**src/rtl/iecdrv_fastser_pkg.sv**
```systemverilog
// rtl/iecdrv_fastser_pkg.sv - shared types and constants for the fast-serial link
package iecdrv_fastser_pkg;

    typedef enum logic [1:0] {
        ST_IDLE = 2'd0,
        ST_LOW  = 2'd1,
        ST_HIGH = 2'd2
    } fs_state_e;

    localparam int FS_BITS            = 8;
    localparam int FS_HALF_PERIOD_DEF = 4;
    localparam int FS_RX_TIMEOUT_DEF  = 64;

endpackage

```
**src/rtl/iecdrv_fastser_edge.sv**
```systemverilog
// rtl/iecdrv_fastser_edge.sv - cnt_in register and rising-edge detect
module iecdrv_fastser_edge (
    input  logic clk,
    input  logic reset,
    input  logic cnt_in,
    output logic rise
);

    logic cnt_q, cnt_d;
    logic prev_q, prev_d;

    always_comb begin
        cnt_d  = cnt_in;
        prev_d = cnt_q;
    end

    // Both stages reset high to match the idle bus, so release never looks like an edge.
    always_ff @(posedge clk or posedge reset) begin
        if (reset) begin
            cnt_q  <= 1'b1;
            prev_q <= 1'b1;
        end else begin
            cnt_q  <= cnt_d;
            prev_q <= prev_d;
        end
    end

    assign rise = cnt_q & ~prev_q;

endmodule

```
**src/rtl/iecdrv_fastser_link.sv**
```systemverilog
// rtl/iecdrv_fastser_link.sv - SP/CNT fast-serial partner; FASTSER_RX_TIMEOUT_EN adds RX idle timeout
module iecdrv_fastser_link
    import iecdrv_fastser_pkg::*;
#(
    parameter int HALF_PERIOD = FS_HALF_PERIOD_DEF
`ifdef FASTSER_RX_TIMEOUT_EN
    , parameter int RX_TIMEOUT = FS_RX_TIMEOUT_DEF
`endif
) (
    input  logic         clk,
    input  logic         reset,
    input  logic         phi2_p,
    input  logic         dir,
    input  logic         tx_valid,
    input  logic [7:0]   tx_data,
    output logic         tx_ready,
    output logic         tx_done,
    output logic         rx_valid,
    output logic [7:0]   rx_data,
    output logic         rx_err,
    output logic         busy,
    input  logic         sp_in,
    output logic         sp_out,
    input  logic         cnt_in,
    output logic         cnt_out
);

    localparam logic [7:0] HP_M1    = 8'(HALF_PERIOD - 1);
    localparam logic [2:0] LAST_BIT = 3'(FS_BITS - 1);

    fs_state_e          state_q, state_d;
    logic [FS_BITS-1:0] shreg_q, shreg_d;
    logic [2:0]         tx_bitcnt_q, tx_bitcnt_d;
    logic [7:0]         hcnt_q, hcnt_d;
    logic               sp_out_q, sp_out_d;
    logic               cnt_out_q, cnt_out_d;
    logic               tx_done_q, tx_done_d;
    logic               run_q, run_d;

    logic [FS_BITS-1:0] rx_shreg_q, rx_shreg_d;
    logic [2:0]         rx_bitcnt_q, rx_bitcnt_d;
    logic [7:0]         rx_data_q, rx_data_d;
    logic               rx_valid_q, rx_valid_d;
    logic               cnt_rise;
    logic               half_end;

    iecdrv_fastser_edge u_edge (
        .clk    (clk),
        .reset  (reset),
        .cnt_in (cnt_in),
        .rise   (cnt_rise)
    );

    assign half_end = phi2_p && (hcnt_q == HP_M1);
    // run_q keeps tx_ready low for the first clk after reset release.
    assign run_d    = 1'b1;
    assign tx_ready = dir && run_q && (state_q == ST_IDLE);

    always_comb begin
        state_d     = state_q;
        shreg_d     = shreg_q;
        tx_bitcnt_d = tx_bitcnt_q;
        hcnt_d      = hcnt_q;
        sp_out_d    = sp_out_q;
        cnt_out_d   = cnt_out_q;
        tx_done_d   = 1'b0;
        if (!dir) begin
            state_d   = ST_IDLE;
            sp_out_d  = 1'b1;
            cnt_out_d = 1'b1;
        end else begin
            case (state_q)
                ST_IDLE: begin
                    if (tx_valid && tx_ready) begin
                        shreg_d     = tx_data;
                        tx_bitcnt_d = 3'd0;
                        hcnt_d      = 8'd0;
                        sp_out_d    = tx_data[FS_BITS-1];
                        cnt_out_d   = 1'b0;
                        state_d     = ST_LOW;
                    end
                end
                ST_LOW: begin
                    if (half_end) begin
                        hcnt_d    = 8'd0;
                        cnt_out_d = 1'b1;
                        state_d   = ST_HIGH;
                    end else if (phi2_p) begin
                        hcnt_d = hcnt_q + 8'd1;
                    end
                end
                ST_HIGH: begin
                    if (half_end) begin
                        hcnt_d      = 8'd0;
                        shreg_d     = {shreg_q[FS_BITS-2:0], 1'b0};
                        tx_bitcnt_d = tx_bitcnt_q + 3'd1;
                        if (tx_bitcnt_q == LAST_BIT) begin
                            tx_done_d = 1'b1;
                            sp_out_d  = 1'b1;
                            state_d   = ST_IDLE;
                        end else begin
                            sp_out_d  = shreg_q[FS_BITS-2];
                            cnt_out_d = 1'b0;
                            state_d   = ST_LOW;
                        end
                    end else if (phi2_p) begin
                        hcnt_d = hcnt_q + 8'd1;
                    end
                end
                default: begin
                    state_d   = ST_IDLE;
                    sp_out_d  = 1'b1;
                    cnt_out_d = 1'b1;
                end
            endcase
        end
    end

`ifdef FASTSER_RX_TIMEOUT_EN
    localparam logic [15:0] TO_M1 = 16'(RX_TIMEOUT - 1);
    logic [15:0] idle_q, idle_d;
    logic        rx_err_q, rx_err_d;
`endif

    always_comb begin
        rx_shreg_d  = rx_shreg_q;
        rx_bitcnt_d = rx_bitcnt_q;
        rx_data_d   = rx_data_q;
        rx_valid_d  = 1'b0;
`ifdef FASTSER_RX_TIMEOUT_EN
        idle_d      = idle_q;
        rx_err_d    = 1'b0;
`endif
        if (dir) begin
            rx_bitcnt_d = 3'd0;
`ifdef FASTSER_RX_TIMEOUT_EN
            idle_d      = 16'd0;
`endif
        end else if (cnt_rise) begin
            // An edge outranks a timeout landing in the same clk.
            rx_shreg_d = {rx_shreg_q[FS_BITS-2:0], sp_in};
            if (rx_bitcnt_q == LAST_BIT) begin
                rx_data_d   = {rx_shreg_q[FS_BITS-2:0], sp_in};
                rx_valid_d  = 1'b1;
                rx_bitcnt_d = 3'd0;
            end else begin
                rx_bitcnt_d = rx_bitcnt_q + 3'd1;
            end
`ifdef FASTSER_RX_TIMEOUT_EN
            idle_d = 16'd0;
        end else if (rx_bitcnt_q == 3'd0) begin
            idle_d = 16'd0;
        end else if (phi2_p) begin
            if (idle_q == TO_M1) begin
                idle_d      = 16'd0;
                rx_bitcnt_d = 3'd0;
                rx_err_d    = 1'b1;
            end else begin
                idle_d = idle_q + 16'd1;
            end
`endif
        end
    end

    always_ff @(posedge clk or posedge reset) begin
        if (reset) begin
            state_q     <= ST_IDLE;
            shreg_q     <= '0;
            tx_bitcnt_q <= 3'd0;
            hcnt_q      <= 8'd0;
            sp_out_q    <= 1'b1;
            cnt_out_q   <= 1'b1;
            tx_done_q   <= 1'b0;
            run_q       <= 1'b0;
            rx_shreg_q  <= '0;
            rx_bitcnt_q <= 3'd0;
            rx_data_q   <= 8'h00;
            rx_valid_q  <= 1'b0;
`ifdef FASTSER_RX_TIMEOUT_EN
            idle_q      <= 16'd0;
            rx_err_q    <= 1'b0;
`endif
        end else begin
            state_q     <= state_d;
            shreg_q     <= shreg_d;
            tx_bitcnt_q <= tx_bitcnt_d;
            hcnt_q      <= hcnt_d;
            sp_out_q    <= sp_out_d;
            cnt_out_q   <= cnt_out_d;
            tx_done_q   <= tx_done_d;
            run_q       <= run_d;
            rx_shreg_q  <= rx_shreg_d;
            rx_bitcnt_q <= rx_bitcnt_d;
            rx_data_q   <= rx_data_d;
            rx_valid_q  <= rx_valid_d;
`ifdef FASTSER_RX_TIMEOUT_EN
            idle_q      <= idle_d;
            rx_err_q    <= rx_err_d;
`endif
        end
    end

`ifdef FASTSER_RX_TIMEOUT_EN
    assign rx_err = rx_err_q;
`else
    assign rx_err = 1'b0;
`endif

    assign tx_done  = tx_done_q;
    assign rx_valid = rx_valid_q;
    assign rx_data  = rx_data_q;
    assign sp_out   = sp_out_q;
    assign cnt_out  = cnt_out_q;
    assign busy     = (state_q != ST_IDLE) || (rx_bitcnt_q != 3'd0);

endmodule

```
**config.mk**
```make
export PLATFORM = sky130hd
export DESIGN_NAME = iecdrv_fastser_link
export DESIGN_NICKNAME = d
export VERILOG_FILES = /design/src/rtl/iecdrv_fastser_pkg.sv /design/src/rtl/iecdrv_fastser_edge.sv /design/src/rtl/iecdrv_fastser_link.sv
export SDC_FILE = /design/constraint.sdc
export NUM_CORES = 1
export LEC_CHECK = 0
export CORE_MARGIN = 3
export CORE_UTILIZATION = 45
export DETAILED_ROUTE_END_ITERATION = 10
export PLACE_DENSITY = 0.69
export SLEW_MARGIN = 40
export SYNTH_ARGS = -nofsm -noshare
export SYNTH_HDL_FRONTEND = slang
export SYNTH_SLANG_ARGS = --single-unit
export TNS_END_PERCENT = 1
```
**constraint.sdc**
```tcl
create_clock -name clk -period 3 [get_ports clk]
set_clock_uncertainty 0.1 [all_clocks]
set_input_delay 0.6 -clock clk [delete_from_list [all_inputs] [get_ports clk]]
set_output_delay 0.6 -clock clk [all_outputs]
set_load 0.01 [all_outputs]
```
-- After elaboration in Yosys (flattened, before gate mapping)
Index checks and enable logic that the tools add are counted.
- register bits: 45
- bits of input ports: 15
- output and inout port bits: 15
- word-level logic and storage cells: 89
- add/sub/neg operators: 3
- equality and inequality tests: 13
- multiplexer cells: 37
- bitwise logic cells: 3
- reductions and logical operators: 19
- operators with widths (cell ; count):
    8-bit two-way mux ; 3
    1-bit two-way mux ; 17
    8-bit case mux with 2 select lines ; 1
    3-bit two-way mux ; 5
    7-bit two-way mux ; 2
    7-bit case mux with 2 select lines ; 1
    4-bit AND reduction ; 3
    3-bit != test, second input constant ; 3
    3-bit AND reduction ; 3
    8-bit by 1-bit adder with 8-bit output, second input constant ; 1
    8-bit by 2-bit equality test with 1-bit output, second input constant ; 1
    2-bit two-way mux ; 4
    2-bit nonzero test ; 4
    3-bit by 1-bit adder with 3-bit output, second input constant ; 2
    3-bit equality test, second input constant ; 2
    1-bit case mux with 3 select lines ; 2
    2-bit case mux with 3 select lines ; 1
    3-bit case mux with 2 select lines ; 1
    1-bit logical AND ; 4
    2-bit != test, second input constant ; 2
    3-bit by 1-bit != test with 1-bit output, second input constant ; 1
    3-bit by 2-bit != test with 1-bit output, second input constant ; 1
    3-bit nonzero test ; 1
    2-bit by 1-bit equality test with 1-bit output, second input constant ; 1
    other kinds (8) ; 9

-- Depth between registers and ports, before layout
Gate-level depths: netlist (run 1).
- word-level depth: 6
- depth in mapped cells: 7

-- Cells and area by module
From an unflattened synthesis (run 1), not the netlist that was laid out.
- cell total of the unflattened synthesis: 203
- area, all modules: 2356.0 sq um
- by module, submodules not included (module ; times used ; cells each ; area an instance (sq um) ; sequential area each (sq um)):
    iecdrv_fastser_link ; 1 ; 199 ; 2285.9 ; 1078.5
    iecdrv_fastser_edge ; 1 ; 4 ; 70.1 ; 52.6

-- Worst setup path before layout (run 1)
OpenSTA, ideal clock, no wires.
- path kind: reg-to-reg
- start: reg state_q[0]
- end: reg hcnt_q[6]
- arrival time: 1.694 ns
- data required time: 2.824 ns
- slack: 1.130 ns
- stages on the path, launching flop included: 8
- buffers on the path: 1
- period minus slack after synthesis: 1.870 ns
- cells stage by stage: dfrtp_1 > inv_1 > ha_1 > buf_4 > a21bo_2 > nand3_2 > or4_1 > o21ai_1
- cells in the longest elaborated chain, start to end: 5
- ends and longest elaborated chain (item ; RTL line ; source):
    start, declared ; iecdrv_fastser_link.sv:31 ; fs_state_e state_q, state_d;
    start signal, assigned ; iecdrv_fastser_link.sv:184 ; state_q <= state_d;
    branches (longest 5 deep; another with 4-bit AND reduction) ; n/a ;
    end signal, assigned ; iecdrv_fastser_link.sv:187 ; hcnt_q <= hcnt_d;
    end, declared ; iecdrv_fastser_link.sv:34 ; logic [7:0] hcnt_q, hcnt_d;
Parallel ways; which one is timed is not known.
A chain may end at the register's enable or synchronous reset.

-- Final worst setup path (run 1)
- start: reg state_q[0]
- end: out tx_ready
- cells in the longest elaborated chain, start to end: 2
- ends and longest elaborated chain (item ; RTL line ; source):
    2-bit logical NOT ; iecdrv_fastser_link.sv:57 ; assign tx_ready = dir && run_q && (state_q == ST_IDLE);
    1-bit logical AND ; iecdrv_fastser_link.sv:57 ;
    end, declared ; iecdrv_fastser_link.sv:16 ; output logic tx_ready,
Every way passes these cells.

==> results of run 1 <==
layer usage:
| metal | vias to the layer above | wire length, µm | track usage [%] |
|---|---|---|---|
| met5 | - | 0 | 0 |
| met4 | 0 | 57 | 5.338 |
| met3 | 6 | 148 | 3.521 |
| met2 | 32 | 1693 | 19.95 |
| met1 | 712 | 1849 | 20.48 |
| li1 | 735 | - | - |
per-stage QoR:
| step | utilization, % | instance area (µm²) | instances | power (W) |
|---|---|---|---|---|
| finish | 56.26 | 2710 | 290 | 0.001710 |
| detailed placement | 54.39 | 2620 | 282 | 0.001351 |
| floorplan | - | 2273 | 190 | 0.001198 |
| CTS | 56.26 | 2710 | 290 | 0.001740 |
| global placement | 54.36 | 2619 | 282 | 0.001340 |
| global route | 56.26 | 2710 | 290 | 0.001838 |
worst min-delay path by stage:
| stage | start | to | slack [ns] | cells past startpoint |
|---|---|---|---|---|
| after global placement | u_edge.cnt_q | u_edge.prev_q | 0.25 | 0 |
| final | u_edge.cnt_q | u_edge.prev_q | 0.27 | 0 |
| after global routing | u_edge.cnt_q | u_edge.prev_q | 0.27 | 0 |
| after floorplan | u_edge.cnt_q | u_edge.prev_q | 0.25 | 0 |
| after detailed placement | u_edge.cnt_q | u_edge.prev_q | 0.25 | 0 |
| after CTS | u_edge.cnt_q | u_edge.prev_q | 0.27 | 0 |
synthesized netlist by cell type (all sizes together) (3+ instances only):
library cell | instances | area (µm²)
o21ai | 13 | 68.81
and3 | 5 | 33.78
buf | 6 | 45.04
mux2 | 30 | 337.8
nor2b | 7 | 46.30
a22o | 3 | 27.53
a21boi | 3 | 26.28
mux2i | 3 | 30.03
dfrtp | 41 | 1026
nand2b | 3 | 18.77
nor2 | 9 | 41.29
dfstp | 4 | 105.1
nand3 | 6 | 35.03
inv | 7 | 26.28
ha | 11 | 137.6
nand2 | 12 | 45.04
cells in the final DEF, fill, tap and decap left out, types with 2 or more instances in the layout:
| cell type | count |
|---|---|
| and3_2 | 2 |
| nor3_1 | 2 |
| inv_1 | 6 |
| and3_1 | 3 |
| nor2b_1 | 6 |
| nand2_1 | 12 |
| conb_1 | 2 |
| nor2_1 | 8 |
| clkinv_2 | 2 |
| dfrtp_1 | 41 |
| a21o_1 | 2 |
| buf_4 | 4 |
| mux2_2 | 30 |
| clkdlybuf4s50_1 | 28 |
| nand2b_1 | 3 |
| nand3_1 | 5 |
| clkbuf_8 | 5 |
| dfstp_2 | 4 |
| ha_1 | 11 |
| o21ai_0 | 11 |
| mux2i_1 | 3 |
| o2bb2ai_1 | 2 |
| a22o_1 | 2 |
| a21bo_2 | 2 |
| a21oi_1 | 2 |
| o31ai_1 | 2 |
final cells by class:
cell class / instances / area [µm²] / area share (%)
Clock buffer: 5 / 68.82 / 2.539
Tap cell: 67 / 83.83 / 3.093
Multi-Input combinational cell: 131 / 1067 / 39.38
Sequential cell: 45 / 1131 / 41.74
Timing Repair Buffer: 32 / 310.3 / 11.45
Inverter: 7 / 27.53 / 1.016
Clock inverter: 3 / 21.27 / 0.7849
power breakdown:
group,total (W),switching (W),internal [W]
registers,0.000822,0.0000807,0.000741
clock network,0.000378,0.000213,0.000165
logic,0.000510,0.000237,0.000273
total,0.00171,0.000531,0.00118
state kept, by name (all words and copies together) (netlist names), 2 cells and up:
signal	count
hcnt_q	8
rx_data	8
rx_shreg_q	7
shreg_q	7
rx_bitcnt_q	3
tx_bitcnt_q	3
state_q	2
critical path, delay by kind of cell, from the launching register on:
kind | cells | cell delay (ns)
flops | 1 | 0.46
fa+ha+maj | 1 | 0.37
simple gates | 1 | 0.22
buf+inv | 2 | 0.64
cells by family after synthesis:
group / share of synthesized area [%]
fa+ha+maj: 6.054
other cells: 0.3303
simple gates: 14.09
xor+xnor: 0.3853
buf+inv: 3.302
flops: 49.75
compound gates: 9.907
mux: 16.18
==> flow_summary.ini, run 1 <==
[outcome]
outcome = finished, final reports clean

[route]
drtIter0Drc = 28
totalWireLength_um = 3749
antenna_left = 0
drc = 0
wl_per_cell_um = 12.93
vias_per_cell = 5.121
drt_first_pass_iters = 4
vias = 1485

[clocking]
clk_latency_ns = 0.30
h-tree-depth = 2
cts_buffer_depth = 2
ctsHoldBuffers = 0
cts_root_buf = clkbuf_8
clock-sinks = 45
cts_setup_buffers = 0
cts_buffers = 5
clkTransAtPathRegs_ns = 0.08
ctsResizeCount = 0
cts_tree = yes

[placed_design]
place_congestion = 0.7819
port_buffers = 28
dp.final_hpwl_um = 2751
pre_cts_ws_ns = 0.5471

[floorplanning]
dieArea_mm2 = 0.005941
die_x_um = 77.08
io_pins = 30
die_y_um = 77.08
start_util_pct = 47.19
core-area_mm2 = 0.004817
num_rows = 25

[hold_path]
holdCritPathClass = flop to flop

[worst_setup_path]
endpoint = tx_ready
setup.worst_path.class = flop to output port
setup.worst_path.end_class = output port
reg2reg_from = state_q[0]
required_ns = 2.30
ff2ff_path_depth = 6
start_kind = flop
crit_path_top_delay_cell = clkdlybuf4s50_1
startpoint = state_q[0]
max_stage_delay_ns = 0.53
r2r_slack_ns = 0.69
path_cells = inv_1 > ha_1 > and3_1 > clkdlybuf4s50_1
arrival_ns = 1.98
crit_fanout = 10
r2r_end = shreg_q[2]

[global_routing]
grt_overflow = 0
antenna_found_initial = 0
grt_pass1_vias = 1436
grt_pass1_wl_um = 6699
grt_util_all_layers_pct = 14.02
grt_max_degree = 28

[sta]
fmax_ghz = 0.3733
timing.final.crit_share_pct = 89.29
finalHoldViolations = 0
grt_setup_unrepaired = no
slew_violations = 0
setup_viol = 0
whs_ns = 0.2661
finalSetupTns_ns = 0
worstMarginPinSlew_ns = 0.6298
finalWorstPathRequiredPeriod_ns = 2.679
timing.final.ws_setup_ns = 0.3213
timing.slew.headroom_pct = 58.01

[synth]
syn_inst = 190
synth_edf_count = 0
synth_flop_cell = dfrtp_1
syn-mean-instance-area_um2 = 11.97
synth_seq_cells = 45
ys_warn_count = 0
synthesis.nets = 216
synth-async-reset-ratio_pct = 100.0
syn_area_mm2 = 0.002273
synth_cell_type_count = 45
ys_seq_area_share_pct = 49.75

[power_and_ir_drop]
power_leakage_nw = 1.219
p_per_area_mw_per_mm2 = 630.9
irDropWorstVdd_v = 0.0003863

[finish]
drive_gt1_share_pct = 26.46
area_delta_synth_final_pct = 19.21
diodes = 0
nNetsFinal = 248
fill_cells = 450

[run]
drv_cap = 0
No activity file was read; power rests on OpenSTA's default activity.
==> inputs of run 2 (changes only) <==
- GPL_ROUTABILITY_DRIVEN: default -> 0
- clock period: 3 -> 2.7 ns (I/O delays scaled with it)
==> run 2 against run 1 <==
  * Cell area is 1.2% higher
  * Critical path depth stayed put
  * Non-clock buffer count stayed put
  * Sequential share of layout area is 0.50 points lower
  * Register-to-register slack hardly changed
  * Via count is 1.1% lower
  * Routed wire length is 0.45% higher
==> flow_summary.ini, run 2 (synthesis gave the netlist of run 1 again) <==
[finish]
nNetsFinal = 248
multi_input_area_mm2 = 0.001070
diodes = 0
area_delta_synth_final_pct = 20.64
layout_common_cells = dfrtp_1, mux2_2, clkdlybuf4s50_1
fill_cells = 437
drive_gt1_share_pct = 26.46
seq_area_mm2 = 0.001131
stdcell_area_mm2 = 0.002743
final_common_cell = dfrtp_1

[worst_setup_path]
setup.worst_path.end_class = output port
path_cells = inv_1 > ha_2 > and3_1 > clkdlybuf4s50_1
crit_path_top_delay_cell = clkdlybuf4s50_1
r2r_slack_ns = 0.68
setup.worst_path.class = flop to output port
start_kind = flop
arrival_ns = 1.86
required_ns = 2.06
crit_family = buffers and inverters
worst-path-buf-inv = 2
max_stage_delay_ns = 0.53
crit_fanout = 10

[placed_design]
port_buffers = 28
dpl_cell_area_mm2 = 0.002633
pre_cts_ws_ns = 0.3408
dp.final_hpwl_um = 2794

[route]
drtIter0Drc = 44
wl_per_cell_um = 12.99
vias_per_cell = 5.062
drt_first_pass_iters = 6
antenna_left = 0
vias = 1468
totalWireLength_um = 3766
drc = 0

[sta]
finalWorstPathRequiredPeriod_ns = 2.503
finalHoldViolations = 0
timing.final.ws_setup_ns = 0.1970
grt_setup_unrepaired = no
setup_viol = 0
slew_violations = 0
whs_ns = 0.2669
fmax_ghz = 0.3995
finalSetupTns_ns = 0
timing.final.crit_share_pct = 92.70

[global_routing]
grt_pass1_wl_um = 6589
grt_util_all_layers_pct = 13.65
grt_pass1_vias = 1494
grt_overflow = 0
grt_max_degree = 24
antenna_found_initial = 0

[outcome]
outcome = finished, final reports clean

[clocking]
cts_tree = yes
cts_root_buf = clkbuf_8
cts_buffers = 5
clk_latency_ns = 0.29
cts_buffer_depth = 2
clkTransAtPathRegs_ns = 0.08
h-tree-depth = 2
clock-sinks = 45

[run]
drv_cap = 0

[floorplanning]
core-area_mm2 = 0.004817
io_pins = 30
num_rows = 25
start_util_pct = 47.19
dieArea_mm2 = 0.005941
die_y_um = 77.08
die_x_um = 77.08

[hold_path]
holdCritPathClass = flop to flop

[power_and_ir_drop]
power_leakage_nw = 1.234
irDropWorstVdd_v = 0.0003274
finalPower_w = 0.001986
p_per_area_mw_per_mm2 = 724.1
-- run 2: cell count changes in the layout (fill, tap and decap cells not counted) --
| cell | previous run | this run |
|---|---|---|
| buf_12 | 0 | 1 |
| buf_4 | 4 | 3 |
| bufinv_16 | 0 | 1 |
| clkbuf_1 | 0 | 1 |
| clkinvlp_4 | 1 | 0 |
| ha_1 | 11 | 10 |
| ha_2 | 0 | 1 |
| inv_6 | 1 | 0 |
-- run 2: area by class of cell --
type / count / share of cell area (%)
Tap cell: 67 / 3.057
Sequential cell: 45 / 41.24
Clock inverter: 2 / 1.277
Inverter: 7 / 1.004
Multi-Input combinational cell: 131 / 39.01
Clock buffer: 6 / 2.646
Timing Repair Buffer: 32 / 11.77
-- run 2: final timing paths --
| check | depth (start not counted) | to | startpoint |
|---|---|---|---|
| worst max-delay path | 4 | tx_ready | state_q[0] |
| worst min-delay path | 0 | u_edge.prev_q | u_edge.cnt_q |
| worst max register to register | 5 | shreg_q[2] | hcnt_q[0] |
| worst min register to register | 0 | u_edge.prev_q | u_edge.cnt_q |
| max in group asynchronous | 3 | sp_out | reset |
| min in group asynchronous | 2 | rx_data[1] | reset |
-- run 2: routing by layer --
metal,GRT usage (%),vias to the layer above,wire (µm)
met1,18.15,708,1853
li1,-,727,-
met3,4.108,2,138
met2,21.69,31,1750
met5,0,-,0
met4,3.737,0,23
-- run 2: power breakdown --
part / switching, W / internal (W)
sequential: 0.0000881 / 0.000824
clock: 0.000216 / 0.000275
combinational: 0.000270 / 0.000313
total: 0.000575 / 0.00141
-- run 2: worst register-to-register path, cell delays in order (launching register included) --
cell and delay, ns:
dfrtp_1 0.38, ha_1 0.22, nor4bb_4 0.44, a21boi_2 0.19, nor2_4 0.23, mux2_2 0.36
-- run 2: stage by stage --
step | instances | util, %
after floorplan | 190 | -
after global placement | 282 | 54.62
after detailed placement | 282 | 54.65
after CTS | 290 | 56.88
after global routing | 290 | 56.94
final | 290 | 56.94
-- run 2: what timing repair did --
action,4_1_cts,5_1_grt
hold buffers,0,0
resized for setup,0,1
setup buffers,0,0
setup endpoints to repair,0,1
==> inputs of run 3 (changes only) <==
- SYNTH_HIERARCHICAL: default -> 1
==> run 3 against run 2 <==
  * Non-clock buffer count rose by 2
  * Hold slack improved by 0.0037 ns
  * Clock-buffer cell count fell by 1
  * Register-to-register slack got worse by 0.17 ns
  * Sequential share of layout area fell by 0.92 points
  * Via count rose by 8.7%
  * Critical endpoint unchanged
  * Highest routed layer unchanged
==> flow_summary.ini, run 3 <==
[sta]
finalHoldViolations = 0
fmax_ghz = 0.3906
grt_setup_unrepaired = no
timing.final.crit_share_pct = 94.83
timing.slew.headroom_pct = 64.04
finalWorstPathRequiredPeriod_ns = 2.560
finalSetupTns_ns = 0
whs_ns = 0.2706
slew_violations = 0
setup_viol = 0
worstMarginPinSlew_ns = 0.5394

[synth]
syn_inst = 203
synth_edf_count = 0
synth_top_cells_by_count = dfrtp_1, mux2_2, nand2_1, inv_1, ha_1
syn-mean-instance-area_um2 = 11.61
ys_seq_area_share_pct = 48.01
synth_flop_cell = dfrtp_1
synth_top_area_share_pct = 43.55
synthesis.nets = 229
syn_area_mm2 = 0.002356
synth_most_common_cell = dfrtp_1
synth_top_area_cell = dfrtp_1
synth_cell_type_count = 46
synth-async-reset-ratio_pct = 100.0
synth_seq_cells = 45
synth_area_leaders = dfrtp_1, mux2_2, ha_1
ys_warn_count = 6

[power_and_ir_drop]
power_leakage_nw = 1.271
p_per_area_mw_per_mm2 = 740.4
irDropWorstVdd_v = 0.0003692

[clocking]
clock-sinks = 45
h-tree-depth = 2
cts_buffer_depth = 2
ctsHoldBuffers = 0
clk_latency_ns = 0.30
cts_tree = yes
cts_setup_buffers = 0
clkTransAtPathRegs_ns = 0.09
cts_root_buf = clkbuf_8
cts_buffers = 5

[global_routing]
antenna_found_initial = 0
grt_overflow = 0
grt_max_degree = 44
grt_pass1_wl_um = 7286
grt_pass1_vias = 1571
grt_util_all_layers_pct = 15.47

[floorplanning]
core-area_mm2 = 0.004880
dieArea_mm2 = 0.006140
num_rows = 25
start_util_pct = 48.28
io_pins = 30
die_x_um = 78.36
die_y_um = 78.36

[placed_design]
port_buffers = 28
dp.final_hpwl_um = 3028
dp.cells = 295

[route]
antenna_left = 0
vias = 1596
drc = 0
totalWireLength_um = 4171
vias_per_cell = 5.267
drtIter0Drc = 87
wl_per_cell_um = 13.77
drt_first_pass_iters = 4

[finish]
finalNonFillerCells = 303
nNetsFinal = 261
diodes = 0
fill_cells = 421
final_common_cell = dfrtp_1
drive_gt1_share_pct = 24.15
area_delta_synth_final_pct = 19.07
layout_common_cells = dfrtp_1, clkdlybuf4s50_1, mux2_2

[hold_path]
holdCritPathClass = flop to flop
min_from = u_edge/cnt_q

[worst_setup_path]
start_kind = flop
path_cells = inv_1 > ha_2 > and3_1 > clkdlybuf4s50_1
crit_fanout = 10
arrival_ns = 1.92
setup.worst_path.end_class = output port
crit_path_top_delay_cell = clkdlybuf4s50_1
reg2reg_from = state_q[0]
startpoint = state_q[0]
max_stage_delay_ns = 0.54
setup.worst_path.class = flop to output port
required_ns = 2.06

[run]
drv_cap = 0

[outcome]
outcome = finished, final reports clean
==> run 3: logic make-up (layout without fill, tap and decap cells) <==
kind of cell,count (synthesis),after routing,synth area share [%]
and+or+nand+nor,60,60,13.76
DFF,45,45,48.01
muxes,35,35,17.53
AOI/OAI and AO/OA,28,28,9.507
buffers and inverters,21,54,4.674
adders and majority gates,11,11,5.842
other,2,2,0.3188
xor gates and xnor gates,1,1,0.3718
==> run 3: path summary, 6_finish.rpt <==
| check | endpoint | slack, ns | cells after the start |
|---|---|---|---|
| max | tx_ready | 0.14 | 4 |
| min | u_edge/prev_q | 0.27 | 0 |
| max reg2reg | hcnt_q[6] | 0.51 | 6 |
| min reg2reg | u_edge/prev_q | 0.27 | 0 |
| max in group asynchronous | cnt_out | 1.53 | 3 |
| min in group asynchronous | u_edge/cnt_q | 0.47 | 2 |
==> run 3: what timing repair did <==
| action | CTS | global route |
|---|---|---|
| gates resized for setup | 0 | 1 |
| setup endpoints to repair | 0 | 1 |
| endpoints found under the hold margin | 0 | 0 |
==> run 3: power breakdown <==
part	internal (W)	switching, W
Sequential	0.000831	0.000106
Clock	0.000184	0.000238
Combinational	0.000383	0.000335
Total	0.00140	0.000679
==> run 3: layer usage <==
layer | global-route usage [%] | routed length, µm | vias up
li1 | - | - | 776
met1 | 20.93 | 1947 | 777
met2 | 23.12 | 1920 | 35
met3 | 5.161 | 225 | 8
met4 | 5.769 | 77 | 0
met5 | 0 | 0 | -
==> run 3: final cells by class <==
| type | instances | area (µm²) | share of cell area [%] |
|---|---|---|---|
| multi-input combinational | 137 | 1117 | 39.83 |
| timing repair buffer | 34 | 337.8 | 12.04 |
| sequential | 45 | 1131 | 40.32 |
| clock buffer | 5 | 68.82 | 2.453 |
| inverter | 12 | 45.04 | 1.606 |
| tap | 67 | 83.83 | 2.988 |
| clock inverter | 3 | 21.27 | 0.7583 |
==> run 3: per-stage QoR <==
step | worst slack, ns | utilization, % | instance area, µm² | total power, W
floorplan | 0.6154 | - | 2356 | 0.001471
global placement | 0.2173 | 55.59 | 2713 | 0.001649
detailed placement | 0.1600 | 55.59 | 2713 | 0.001664
CTS | 0.01395 | 57.44 | 2803 | 0.002096
global route | 0.04727 | 57.49 | 2805 | 0.002228
finish | 0.1396 | 57.49 | 2805 | 0.002077
==> run 3: critical path, delay by kind of cell, from the launching register on <==
| family | cells | cell delay (ns) |
|---|---|---|
| AND/OR/NAND/NOR | 1 | 0.21 |
| buffers and inverters | 2 | 0.65 |
| adder cells (fa/ha/maj) | 1 | 0.31 |
| flip-flops | 1 | 0.45 |
